### src/rtl/id_ex_stage.sv
// ID/EX pipeline register with EX/MEM and MEM/WB operand forwarding and load-use detection.
module id_ex_stage #(
  parameter int unsigned XLEN = 32,
  parameter int unsigned RA_W = 5
) (
  input  logic            clk,
  input  logic            rst_n,
  input  logic            stall,
  input  logic            flush,
  input  logic            in_valid,
  input  logic [XLEN-1:0] in_pc,
  input  logic [RA_W-1:0] in_rs1_addr,
  input  logic [RA_W-1:0] in_rs2_addr,
  input  logic [XLEN-1:0] in_rs1_data,
  input  logic [XLEN-1:0] in_rs2_data,
  input  logic [XLEN-1:0] in_imm,
  input  logic            in_use_imm,
  input  logic [3:0]      in_alu_op,
  input  logic [RA_W-1:0] in_rd_addr,
  input  logic            in_reg_write,
  input  logic            in_mem_read,
  input  logic            exmem_reg_write,
  input  logic [RA_W-1:0] exmem_rd_addr,
  input  logic [XLEN-1:0] exmem_result,
  input  logic            memwb_reg_write,
  input  logic [RA_W-1:0] memwb_rd_addr,
  input  logic [XLEN-1:0] memwb_result,
  output logic [XLEN-1:0] a,
  output logic [XLEN-1:0] b,
  output logic [3:0]      alu_op,
  output logic [XLEN-1:0] store_data,
  output logic            valid_q,
  output logic [XLEN-1:0] pc_q,
  output logic [RA_W-1:0] rd_addr_q,
  output logic            reg_write_q,
  output logic            mem_read_q,
  output logic            load_use_stall
);

  // Registered instruction payload; an all-zero value is a bubble (alu_op = ADD).
  typedef struct packed {
    logic            valid;
    logic [XLEN-1:0] pc;
    logic [RA_W-1:0] rs1_addr;
    logic [RA_W-1:0] rs2_addr;
    logic [XLEN-1:0] rs1_data;
    logic [XLEN-1:0] rs2_data;
    logic [XLEN-1:0] imm;
    logic            use_imm;
    logic [3:0]      alu_op;
    logic [RA_W-1:0] rd_addr;
    logic            reg_write;
    logic            mem_read;
  } idex_t;

  idex_t           st_q;
  idex_t           st_d;
  logic            load_use_c;
  logic [XLEN-1:0] rs1_fwd_c;
  logic [XLEN-1:0] rs2_fwd_c;

  // Load-use: registered load writes a register the decode instruction reads.
  always_comb begin
    load_use_c = 1'b0;
    if (in_valid && st_q.valid && st_q.mem_read && (st_q.rd_addr != '0) &&
        ((st_q.rd_addr == in_rs1_addr) || (st_q.rd_addr == in_rs2_addr))) begin
      load_use_c = 1'b1;
    end
  end

  // Next state: bubble on flush/load-use, hold on stall, else capture decode.
  always_comb begin
    st_d = st_q;
    if (flush || load_use_c) begin
      st_d = '0;
    end else if (!stall) begin
      if (in_valid) begin
        st_d.valid     = 1'b1;
        st_d.pc        = in_pc;
        st_d.rs1_addr  = in_rs1_addr;
        st_d.rs2_addr  = in_rs2_addr;
        st_d.rs1_data  = in_rs1_data;
        st_d.rs2_data  = in_rs2_data;
        st_d.imm       = in_imm;
        st_d.use_imm   = in_use_imm;
        st_d.alu_op    = in_alu_op;
        st_d.rd_addr   = in_rd_addr;
        st_d.reg_write = in_reg_write;
        st_d.mem_read  = in_mem_read;
      end else begin
        st_d = '0;
      end
    end
  end

  // Pipeline register.
  always_ff @(posedge clk or negedge rst_n) begin
    if (!rst_n) begin
      st_q <= '0;
    end else begin
      st_q <= st_d;
    end
  end

  // Forwarding: EX/MEM has priority over MEM/WB; x0 is never forwarded.
  always_comb begin
    rs1_fwd_c = st_q.rs1_data;
    if (exmem_reg_write && (exmem_rd_addr == st_q.rs1_addr) && (st_q.rs1_addr != '0)) begin
      rs1_fwd_c = exmem_result;
    end else if (memwb_reg_write && (memwb_rd_addr == st_q.rs1_addr) && (st_q.rs1_addr != '0)) begin
      rs1_fwd_c = memwb_result;
    end

    rs2_fwd_c = st_q.rs2_data;
    if (exmem_reg_write && (exmem_rd_addr == st_q.rs2_addr) && (st_q.rs2_addr != '0)) begin
      rs2_fwd_c = exmem_result;
    end else if (memwb_reg_write && (memwb_rd_addr == st_q.rs2_addr) && (st_q.rs2_addr != '0)) begin
      rs2_fwd_c = memwb_result;
    end
  end

  // Operand select and pass-through outputs.
  assign a              = rs1_fwd_c;
  assign b              = st_q.use_imm ? st_q.imm : rs2_fwd_c;
  assign store_data     = rs2_fwd_c;
  assign alu_op         = st_q.alu_op;
  assign valid_q        = st_q.valid;
  assign pc_q           = st_q.pc;
  assign rd_addr_q      = st_q.rd_addr;
  assign reg_write_q    = st_q.reg_write;
  assign mem_read_q     = st_q.mem_read;
  assign load_use_stall = load_use_c;

endmodule

### config.mk
export PLATFORM = sky130hd
export DESIGN_NAME = id_ex_stage
export DESIGN_NICKNAME = d
export VERILOG_FILES = /design/src/rtl/id_ex_stage.sv
export SDC_FILE = /design/constraint.sdc
export NUM_CORES = 1
export LEC_CHECK = 0
export BUFFER_PORTS_ARGS = -buffer_cell sky130_fd_sc_hd__buf_2
export CAP_MARGIN = 5
export CORE_AREA = 2 2 145 147
export DETAILED_ROUTE_END_ITERATION = 8
export DIE_AREA = 0 0 147 149
export PLACE_DENSITY = 0.74
export SLEW_MARGIN = 15
export SYNTH_ARGS = -nofsm -noshare
export SYNTH_HDL_FRONTEND = slang
export SYNTH_SLANG_ARGS = --single-unit
### constraint.sdc
create_clock -name clk -period 2.4 [get_ports clk]
set_clock_uncertainty 0.05 [all_clocks]
set_input_delay 0.36 -clock clk [delete_from_list [all_inputs] [get_ports clk]]
set_output_delay 0.36 -clock clk [all_outputs]
set_load 0.05 [all_outputs]
# Word-level counts from Yosys, hierarchy flattened
# Index checks and enable logic that the tools add are counted.
[word_totals]
wordCells = 45
out_inout_bits = 141
regBits = 151
inputBits = 231
[classes]
eq_ne = 7
muxes = 9
n_reduce_logical = 17
[ops]
columns = ["op", "count"]
rows = [
  ["$mux W151", 3],
  ["$mux W32", 5],
  ["$eq A5 B5 Y1", 6],
  ["$reduce_bool A5 Y1", 3],
  ["$logic_and A1 B1 Y1", 12],
  ["$logic_or A1 B1 Y1", 2],
  ["$ne A2 B1 Y1 const B", 1],
  ["$mux W1", 1],
]

# Logic depth before layout (Yosys ltp)
# Gate-level depths: netlist (run 1).
[depth]
word_depth = 7
mapped_depth = 7
depth_no_buf = 5

# Worst setup path before layout (run 1)
# Ideal clock, no wire load.
[synth_timing]
path_type = "register to output"
from = "reg st_q[109] (netlist bit)"
to = "out b[10]"
t_arrival_ns = 2.875
setup_slack_ns = -0.885
stages_incl_launch_ff = 8
n_path_buf = 2
required_time_ns = 1.990
path_cell_list = "dfrtp_1 or4_4 nor2_1 buf_4 buf_6 o31ai_1 a31oi_1 mux2_2"
[synth_between]
elab_chain_len = 6
word_cells_on_any_way = 10
classes_between = "eq/ne (2); mux (3); reduce/logical (5)"
[synth_rtl]
columns = ["item", "line", "text"]
rows = [
  ["start, declared", "56", "idex_t st_q;"],
  ["start signal, assigned", "101", "st_q <= st_d;"],
  ["$eq A5 B5 Y1", "117", "end else if (memwb_reg_write && (memwb_rd_addr == st_q.rs2_addr) && (st_q.rs2_addr != '0)) begin"],
  ["$logic_and A1 B1 Y1 (2 in a row)", "117", ""],
  ["$mux W32", "117", ""],
  ["$mux W32 *", "115", "if (exmem_reg_write && (exmem_rd_addr == st_q.rs2_addr) && (st_q.rs2_addr != '0)) begin"],
  ["via store_data[10]", "31", "output logic [XLEN-1:0] store_data,"],
  ["$mux W32 *", "124", "assign b = st_q.use_imm ? st_q.imm : rs2_fwd_c;"],
  ["end, declared", "29", "output logic [XLEN-1:0] b,"],
]
# The timed path passes the listed nets; every way through them passes the cells marked *.

# Worst setup path in the final report (run 1)
[layout_timing]
from = "reg st_q[109] (netlist bit)"
to = "out b[10]"
[layout_between]
elab_chain_len = 6
word_cells_on_any_way = 10
classes_between = "eq/ne (2); mux (3); reduce/logical (5)"
[layout_rtl]
columns = ["item", "line"]
rows = [
  ["$eq A5 B5 Y1", "117"],
  ["$logic_and A1 B1 Y1 (2 in a row)", "117"],
  ["$mux W32", "117"],
  ["$mux W32 *", "115"],
  ["$mux W32 *", "124"],
]
# Mark *: on every way between the ends. The rest lies on a longest branch, timed or not.

==> metrics.txt, run 1 <==
sequential share of the synthesized area 43.2%; 1st-pass router iterations 6; GR Overflow Total 0; Max stage delay on crit path 0.58 ns; Syn Inst Count 956; dpl hpwl 23300 microns; final setup violating endpoints 96; GR Util met3 6.64%; row count 53; top-count cell post-synth nor2_1; fin cells 1626; crit-path most repeated cell buf_12; Max clock buf depth 2; Num CTS Buffers 17; synth unique cells 37; share of layout cells above drive strength 1 53.8%; setup ws final -0.650 ns; number of remaining DRC errors 0; CP cell instances or4_4, o211ai_4, or2_4, buf_12, buf_12, a31oi_4, mux2_4, buf_8; Die ar. 21900 sq um; Final ANT Viol Nets 0; initial antenna violation count 5; synth warn 0; global routing's busiest layer met2; First DRT Iteration DRCs 662; Clock Sinks 151; ys async rst share 100%; crit path max fanout 7; RSZ-0062 raised after global routing true; PD cells 498 nW/um^2; clk_lat worst skew 0.43 ns; relative slew slack 66.4%; WL final 37900 microns; cell area after synthesis 8750 sq um; top area cells in the synthesized netlist dfrtp_1 (43%), a22oi_1 (12%), nor2_1 (7.1%); met1 Track Usage GR 37.9%; min Tclk post-route 3.05 ns; Yosys top cell area share 43.2%; LEAKAGE 0.00669 uW; Die W 147 microns; IO Port Bufs 371; Worst Setup End Kind primary output; syn avg cell area 9.15 sq um; failing checks negative setup slack; core area 20600 sq um; Crit path required time 1.99 ns; CTS tree built; Yosys reg bits 151; DR vias 9653; GP Congestion 0.935; Slowest cell on crit path or4_4; VDD IR max 462 uV; Initial Utilization 42.6%; worst-margin pin slew 0.504 ns; first-pass GRT wire length 52700 microns; Post-synth EDFFs 0; crit path kind register to primary output; Syn-to-layout area delta 66.9%; Max-Cap Viols 0; commonest cells in the netlist nor2_1 (165), dfrtp_1 (151), a22oi_1 (139); Final Cycle Share 127%; Layout Nets 1566; Final Max Tran Viols 0; io pins 372; final hold violations 0; Vias/cell 5.94; met2 Usage GRT 53.6%; Syn Nets 1187; Max Fclk 328 MHz; overall power 7270 uW; Yosys top cell by area dfrtp_1; Synth Flop Type dfrtp_1; largest net degree at the start of global routing 83; H-tree Lvls 4; cell count after placement 1548; crit path DAT 2.64 ns; crit start category register; Die H 149 microns; root buffer cell clkbuf_16; Worst-path clk slew 0.06 ns; wire per inst 23.3 microns; Overall Global Routing Usage 31.3%; vias in the first global route 9439; Hold/Removal Path Class input pin to register; status finished, violations left
## kinds of logic after synthesis
logic type,count (synthesis),share of synthesized area (%)
DFF,151,43.2
AOI/OAI and AO/OA,250,21.1
muxes,59,7.14
xor gates and xnor gates,30,3.00
and+or+nand+nor,330,16.9
buffers and inverters,136,8.59
## cells in the final DEF, fill, tap and decap left out, types with 17 or more instances in the layout
master	synthesis	final
buf_2	13	274
nor2_1	165	154
dfrtp_1	151	147
a22oi_1	139	139
buf_6	6	79
buf_4	48	65
buf_8	0	40
nand2_1	48	37
nor3_1	40	34
and3_1	32	32
o21ai_4	0	30
nand3_1	28	27
a31oi_4	0	27
mux2_4	0	27
buf_12	0	26
o31ai_2	0	22
clkbuf_16	0	20
mux2i_4	0	17
## metrics by stage
stage / cell area, sq um / hold WS [ns] / utilization [%] / worst slack, ns / setup TNS, ns
after global placement: 12000 / 0.279 / 58.6 / -0.255 / -10.90
after global routing: 14600 / 0.133 / 71.0 / -0.768 / -57.30
final: 14600 / 0.137 / 71.0 / -0.650 / -49.83
after CTS: 13900 / 0.126 / 67.9 / -0.648 / -50.08
after detailed placement: 12000 / 0.278 / 58.6 / -0.253 / -12.78
after floorplan: 9720 / 0.0144 / - / -0.217 / -6.75
## flip-flops by register name (all words and copies together), names as in the netlist
name         cells
st_q           107
pc_q            32
rd_addr_q        5
alu_op           4
mem_read_q       1
reg_write_q      1
valid_q          1
## timing repair
item	in CTS	in global routing
hold buffers	1	0
gates cloned	9	5
setup buffers	16	17
endpoints found under the hold margin	45	0
pin swaps	36	36
resized for setup	285	92
endpoints found under the setup margin	97	97
## path summary, 6_finish.rpt
check | start | endpoint | slack [ns] | depth (start not counted)
worst max register to register | rd_addr_q[1] | st_q[23] | 0.20 | 6
max in group asynchronous | rst_n | st_q[117] | 1.12 | 3
min in group asynchronous | rst_n | st_q[84] | 0.38 | 2
worst min-delay path | in_rd_addr[2] | rd_addr_q[2] | 0.14 | 3
worst max-delay path | st_q[109] | b[10] | -0.65 | 8
worst min register to register | pc_q[6] | pc_q[6] | 0.47 | 2
## metal layers
layer,up-vias,share of wire [%]
li1,4200,-
met1,4626,36
met3,150,8.6
met5,-,0.058
met2,673,50
met4,4,5.4
## report_power, final
group	switching (uW)	internal, uW	leakage (uW)
Sequential	88.6	2640	0.00205
Clock	1170	1500	0.000275
Combinational	1100	762	0.00436
## area by class of cell
| class | instances | area (sq um) |
|---|---|---|
| diodes | 3 | 7.51 |
| clock buffers | 21 | 460 |
| clock inverters | 11 | 115 |
| fillers | 1402 | 5960 |
| multi-input cells | 669 | 5710 |
| flip-flops and latches | 151 | 3780 |
| well taps | 275 | 344 |
| repair buffers | 496 | 4180 |
## critical path, delay by kind of cell (launching register included)
family | cells | cell delay [ns]
and+or+nand+nor | 2 | 0.77
DFF | 1 | 0.38
buffers and inverters | 3 | 0.42
muxes | 1 | 0.31
AOI/OAI and AO/OA | 2 | 0.31
(Power assumes the default switching activity.)
==> run 2, diff against run 1 <==
--- a/config.mk
+++ b/config.mk
@@ -8,8 +8,7 @@
 export BUFFER_PORTS_ARGS = -buffer_cell sky130_fd_sc_hd__buf_2
 export CAP_MARGIN = 5
-export CORE_AREA = 2 2 145 147
+export CORE_UTILIZATION = 30
 export DETAILED_ROUTE_END_ITERATION = 8
-export DIE_AREA = 0 0 147 149
-export PLACE_DENSITY = 0.74
+export PLACE_DENSITY = 0.56
 export SLEW_MARGIN = 15
 export SYNTH_ARGS = -nofsm -noshare
==> constraint.sdc (replaced) <==
create_clock -name clk -period 2.4 [get_ports clk]
set_clock_uncertainty 0.05 [all_clocks]
set_input_delay 0.48 -clock clk [delete_from_list [all_inputs] [get_ports clk]]
set_output_delay 0.48 -clock clk [all_outputs]
set_load 0.05 [all_outputs]
==> metrics.txt, run 2 (synthesis gave the netlist of run 1 again) <==
Setup WS pre-CTS -0.601 ns; core area 28700 sq um; Reg with most FFs st_q; Worst Setup End Kind primary output; H-tree Lvls 4; Seq pwr share 36.0%; Max Fclk 310 MHz; CTS tree built; status finished, violations left; first-pass GRT wire length 59100 microns; Final ANT Viol Nets 0; Final Max Tran Viols 0; Initial Utilization 30.5%; clock power share 38.6%; Die H 173 microns; setup ws final -0.824 ns; internal power 5150 uW; clk_lat worst skew 0.42 ns; number of remaining DRC errors 0; wire per inst 21.8 microns; Num CTS Buffers 17; io pins 372; First DRT Iteration DRCs 603; Die ar. 29900 sq um; combinational share of power 25.4%; Hold/Removal Path Class input pin to register; WL final 38900 microns; sw frac 31.7%; GR Overflow Total 0; Layout Nets 1613; max FFs per register 107; crit start category register; final setup violating endpoints 96; failing checks negative setup slack; CP cell instances or4_4, o211ai_4, buf_6, or2_4, buf_12, a31oi_4, mux2_4, buf_8; Syn-to-layout area delta 76.7%; Switch Pwr 2400 uW; crit path kind register to primary output; DR vias 9426; fin area 15500 sq um; min Tclk post-route 3.22 ns; Clock Sinks 151; Max stage delay on crit path 0.57 ns; placed cell area 12700 sq um; most frequent cells in the layout buf_2 (274), nor2_1 (154), dfrtp_1 (147), a22oi_1 (139), buf_6 (94); delay-heaviest family, CP simple AND/OR/NAND/NOR gates; Critical path buffers and inverters 3; largest net degree at the start of global routing 92; fill cell count 2486; Slowest cell on crit path or4_4; crit path DAT 2.69 ns; worst-margin pin slew 0.521 ns; LEAKAGE 0.00705 uW; Crit path required time 1.87 ns; Max-Cap Viols 0; Overall Global Routing Usage 25.7%; Die W 173 microns; Worst-path clk slew 0.07 ns; IO Port Bufs 371; vias in the first global route 9688; final hold violations 0; VDD IR max 367 uV; relative slew slack 65.3%; Max clock buf depth 2; commonest non-fill, non-tap cell in the layout buf_2; root buffer cell clkbuf_16; GP Congestion 0.864; row count 62; initial antenna violation count 9; RSZ-0062 raised after global routing true; PD cells 489 nW/um^2; crit path max fanout 8; share of layout cells above drive strength 1 56.5%; worst hold slack 0.265 ns; dpl hpwl 25900 microns; Final Cycle Share 134%; 1st-pass router iterations 5; Vias/cell 5.29
run 2: cell count changes in the layout (fill, tap and decap cells not counted), sizes merged:
cell      previous run  this run
clkbuf              24        21
inv                  3         4
diode                3         4
clkinvlp             2         4
buf                492       539
bufinv               1         3
bufbuf               0         2
clkinv               5         1
run 2: final cells by class:
class                           instances  area [sq um]  share of cell area (%)
Clock inverter                         12           166                    1.08
Timing Repair Buffer                  543          4690                    30.3
Clock buffer                           20           457                    2.95
Sequential cell                       151          3780                    24.5
Tap cell                              384           480                    3.11
Multi-Input combinational cell        669          5880                    38.0
Antenna cell                            4          10.0                  0.0647
run 2: routing by layer:
| layer | share of wire, % | vias to the layer above | routed length (microns) | GRT usage, % |
|---|---|---|---|---|
| met3 | 7.1 | 45 | 2740 | 5.65 |
| met5 | 0.15 | - | 57 | 0 |
| li1 | - | 4285 | - | - |
| met1 | 41 | 4648 | 15900 | 32.5 |
| met4 | 1.9 | 10 | 747 | 5.83 |
| met2 | 50 | 438 | 19400 | 44.7 |
run 2: power groups by stage:
stage,Combinational (uW),Sequential [uW],Clock [uW]
global route,2020,2730,3070
finish,1920,2720,2910
global placement,1610,2760,0
floorplan,1010,2750,0
CTS,1850,2720,2990
detailed placement,1620,2760,0
run 2: repair_timing:
action,in CTS,in global routing
setup buffers,29,24
pin swaps,47,39
hold buffers,1,0
endpoints found under the hold margin,31,0
gates resized for setup,312,80
setup endpoints to repair,97,97
cloned,12,2
run 2: per-stage QoR:
step,power [uW],setup TNS (ns),std cells,utilization (%)
floorplan,3760,-12.91,956,-
global placement,4360,-34.00,1692,44.1
detailed placement,4380,-38.86,1692,44.1
CTS,7560,-71.09,1766,52.9
global route,7820,-73.27,1781,53.8
finish,7550,-66.29,1783,53.9
run 2: worst paths after layout:
kind / slack, ns / cells past startpoint / end / start
worst max-delay path: -0.82 / 8 / b[3] / st_q[109]
worst min-delay path: 0.26 / 3 / st_q[86] / in_rs1_data[10]
worst max register to register: 0.21 / 6 / st_q[108] / rd_addr_q[2]
worst min register to register: 0.48 / 2 / pc_q[13] / pc_q[13]
max in group asynchronous: 1.16 / 3 / pc_q[3] / rst_n
min in group asynchronous: 0.49 / 2 / st_q[27] / rst_n
run 2: worst reg2reg max path, stage by stage (launching register included):
cell and delay [ns]:
dfrtp_2 0.44, or4_4 0.50, o2111ai_4 0.23, a21oi_4 0.08, buf_4 0.16, buf_12 0.18
nor3_1 0.43
==> run 3, diff against run 2 <==
GPL_TIMING_DRIVEN = 0   (was unset)
SETUP_SLACK_MARGIN = 0.4   (was unset)
==> metrics.txt, run 3 (synthesis gave the netlist of run 1 again) <==
overall power 7500 uW; PD cells 444 nW/um^2; CTS tree built; Vias/cell 5.26; Hold/Removal Path Class input pin to asynchronous set/reset pin; Overall Global Routing Usage 27.4%; io pins 372; Final ANT Viol Nets 0; IO Port Bufs 370; Clock Sinks 151; WL final 42400 microns; internal power 4990 uW; combinational share of power 27.8%; most frequent cells in the layout buf_2 (274), dfrtp_1 (140), a22oi_1 (139), buf_4 (83), buf_6 (80); wire per inst 22.9 microns; GP Congestion 0.823; Die ar. 29900 sq um; min Tclk post-route 3.26 ns; relative slew slack 30.2%; placed cell area 12400 sq um; Switch Pwr 2510 uW; crit path DAT 2.73 ns; Syn-to-layout area delta 93.3%; Max clock buf depth 2; final setup TNS -66.55 ns; Die H 173 microns; failing checks negative hold slack, negative setup slack; crit start category register; Reg with most FFs st_q; Reg2Reg Depth 10; DR vias 9751; 1st-pass router iterations 5; Num CTS Buffers 17; number of remaining DRC errors 0; Crit path required time 1.87 ns; status finished, violations left; H-tree Lvls 4; max FFs per register 107; fin cells 1854; Final Max Tran Viols 0; initial antenna violation count 11; Worst Setup End Kind primary output; core area 28700 sq um; Layout Nets 1681; root buffer cell clkbuf_16; crit path max fanout 7; Slowest cell on crit path or4_4; Max stage delay on crit path 0.58 ns; GR Overflow Total 0; Seq pwr share 36.3%; Die W 173 microns; fill cell count 2441; clk_lat worst skew 0.43 ns; final setup violating endpoints 97; Initial Utilization 30.5%; sw frac 33.5%; Worst-path clk slew 0.07 ns; worst hold slack -0.0477 ns; RSZ-0062 raised after global routing true; Final Cycle Share 136%; cell count after placement 1711; first-pass GRT wire length 61500 microns; worst-margin pin slew 1.05 ns; crit path kind register to primary output; clock power share 35.9%; dpl hpwl 29000 microns; row count 62; Max-Cap Viols 0; LEAKAGE 0.00740 uW; final hold violations 14; setup ws final -0.863 ns; VDD IR max 325 uV; Setup WS pre-CTS -1.49 ns; Max Fclk 307 MHz; fin area 16900 sq um; CP cell instances or4_4, o211ai_4, or2_1, buf_8, buf_12, buf_16, a31oi_4, mux2_4, buf_8; commonest non-fill, non-tap cell in the layout buf_2; vias in the first global route 10000; largest net degree at the start of global routing 78; First DRT Iteration DRCs 510; crit-path most repeated cell buf_8; share of layout cells above drive strength 1 65.0%
[run 3: cell count changes in the layout (fill, tap and decap cells not counted), sizes merged, moves of 2 or more]
| cell | delta |
|---|---|
| clkbuf | +69 |
| diode | +3 |
| buf | +2 |
| bufbuf | -2 |
| bufinv | -2 |
[run 3: layer usage]
| metal | wire (microns) | GRT usage (%) | vias up |
|---|---|---|---|
| met1 | 17000 | 33.2 | 4824 |
| li1 | - | - | 4444 |
| met5 | 51 | 0 | - |
| met3 | 2750 | 6.66 | 83 |
| met4 | 1280 | 11.0 | 8 |
| met2 | 21300 | 46.8 | 392 |
[run 3: final cells by class]
cell class | instances | area, sq um | share of cell area (%)
Sequential cell | 151 | 3790 | 22.4
Timing Repair Buffer | 475 | 4200 | 24.9
Multi-Input combinational cell | 669 | 6580 | 38.9
Antenna cell | 7 | 17.5 | 0.104
Clock inverter | 12 | 118 | 0.695
Clock buffer | 20 | 447 | 2.64
Tap cell | 384 | 480 | 2.84
Buffer | 136 | 1270 | 7.52
[run 3: timing repair]
action	CTS	global route
hold buffers	0	0
cloned	18	8
pin swaps	116	34
setup endpoints to repair	248	247
buffers inserted	50	28
gates resized for setup	484	239
endpoints found under the hold margin	0	0
[run 3: worst paths after layout]
path | from | to | slack (ns)
worst max register to register | rd_addr_q[2] | st_q[58] | 0.09
worst max-delay path | st_q[112] | b[26] | -0.86
worst min-delay path | rst_n | st_q[29] | -0.05
max in group asynchronous | rst_n | st_q[116] | 1.47
min in group clk | flush | st_q[115] | 0.25
worst min register to register | pc_q[18] | pc_q[18] | 0.48
[run 3: power by group through the flow]
stage	logic (uW)	registers [uW]	clock network, uW
final	2080	2720	2690
after floorplan	1020	2750	0
after CTS	1890	2720	2740
after global placement	1580	2760	0
after detailed placement	1600	2760	0
after global routing	2180	2730	2880
[run 3: stage by stage]
stage	util (%)	hold slack, ns
floorplan	-	0.134
global placement	42.9	0.454
detailed placement	43.1	0.463
CTS	54.2	0.000661
global route	58.9	0.0119
finish	58.9	-0.0477
[run 3: critical path, delay by kind of cell (launching register included)]
family          cells  cell delay [ns]
buf+inv             4             0.57
compound gates      2             0.29
simple gates        2             0.73
flops               1             0.41
mux                 1             0.29
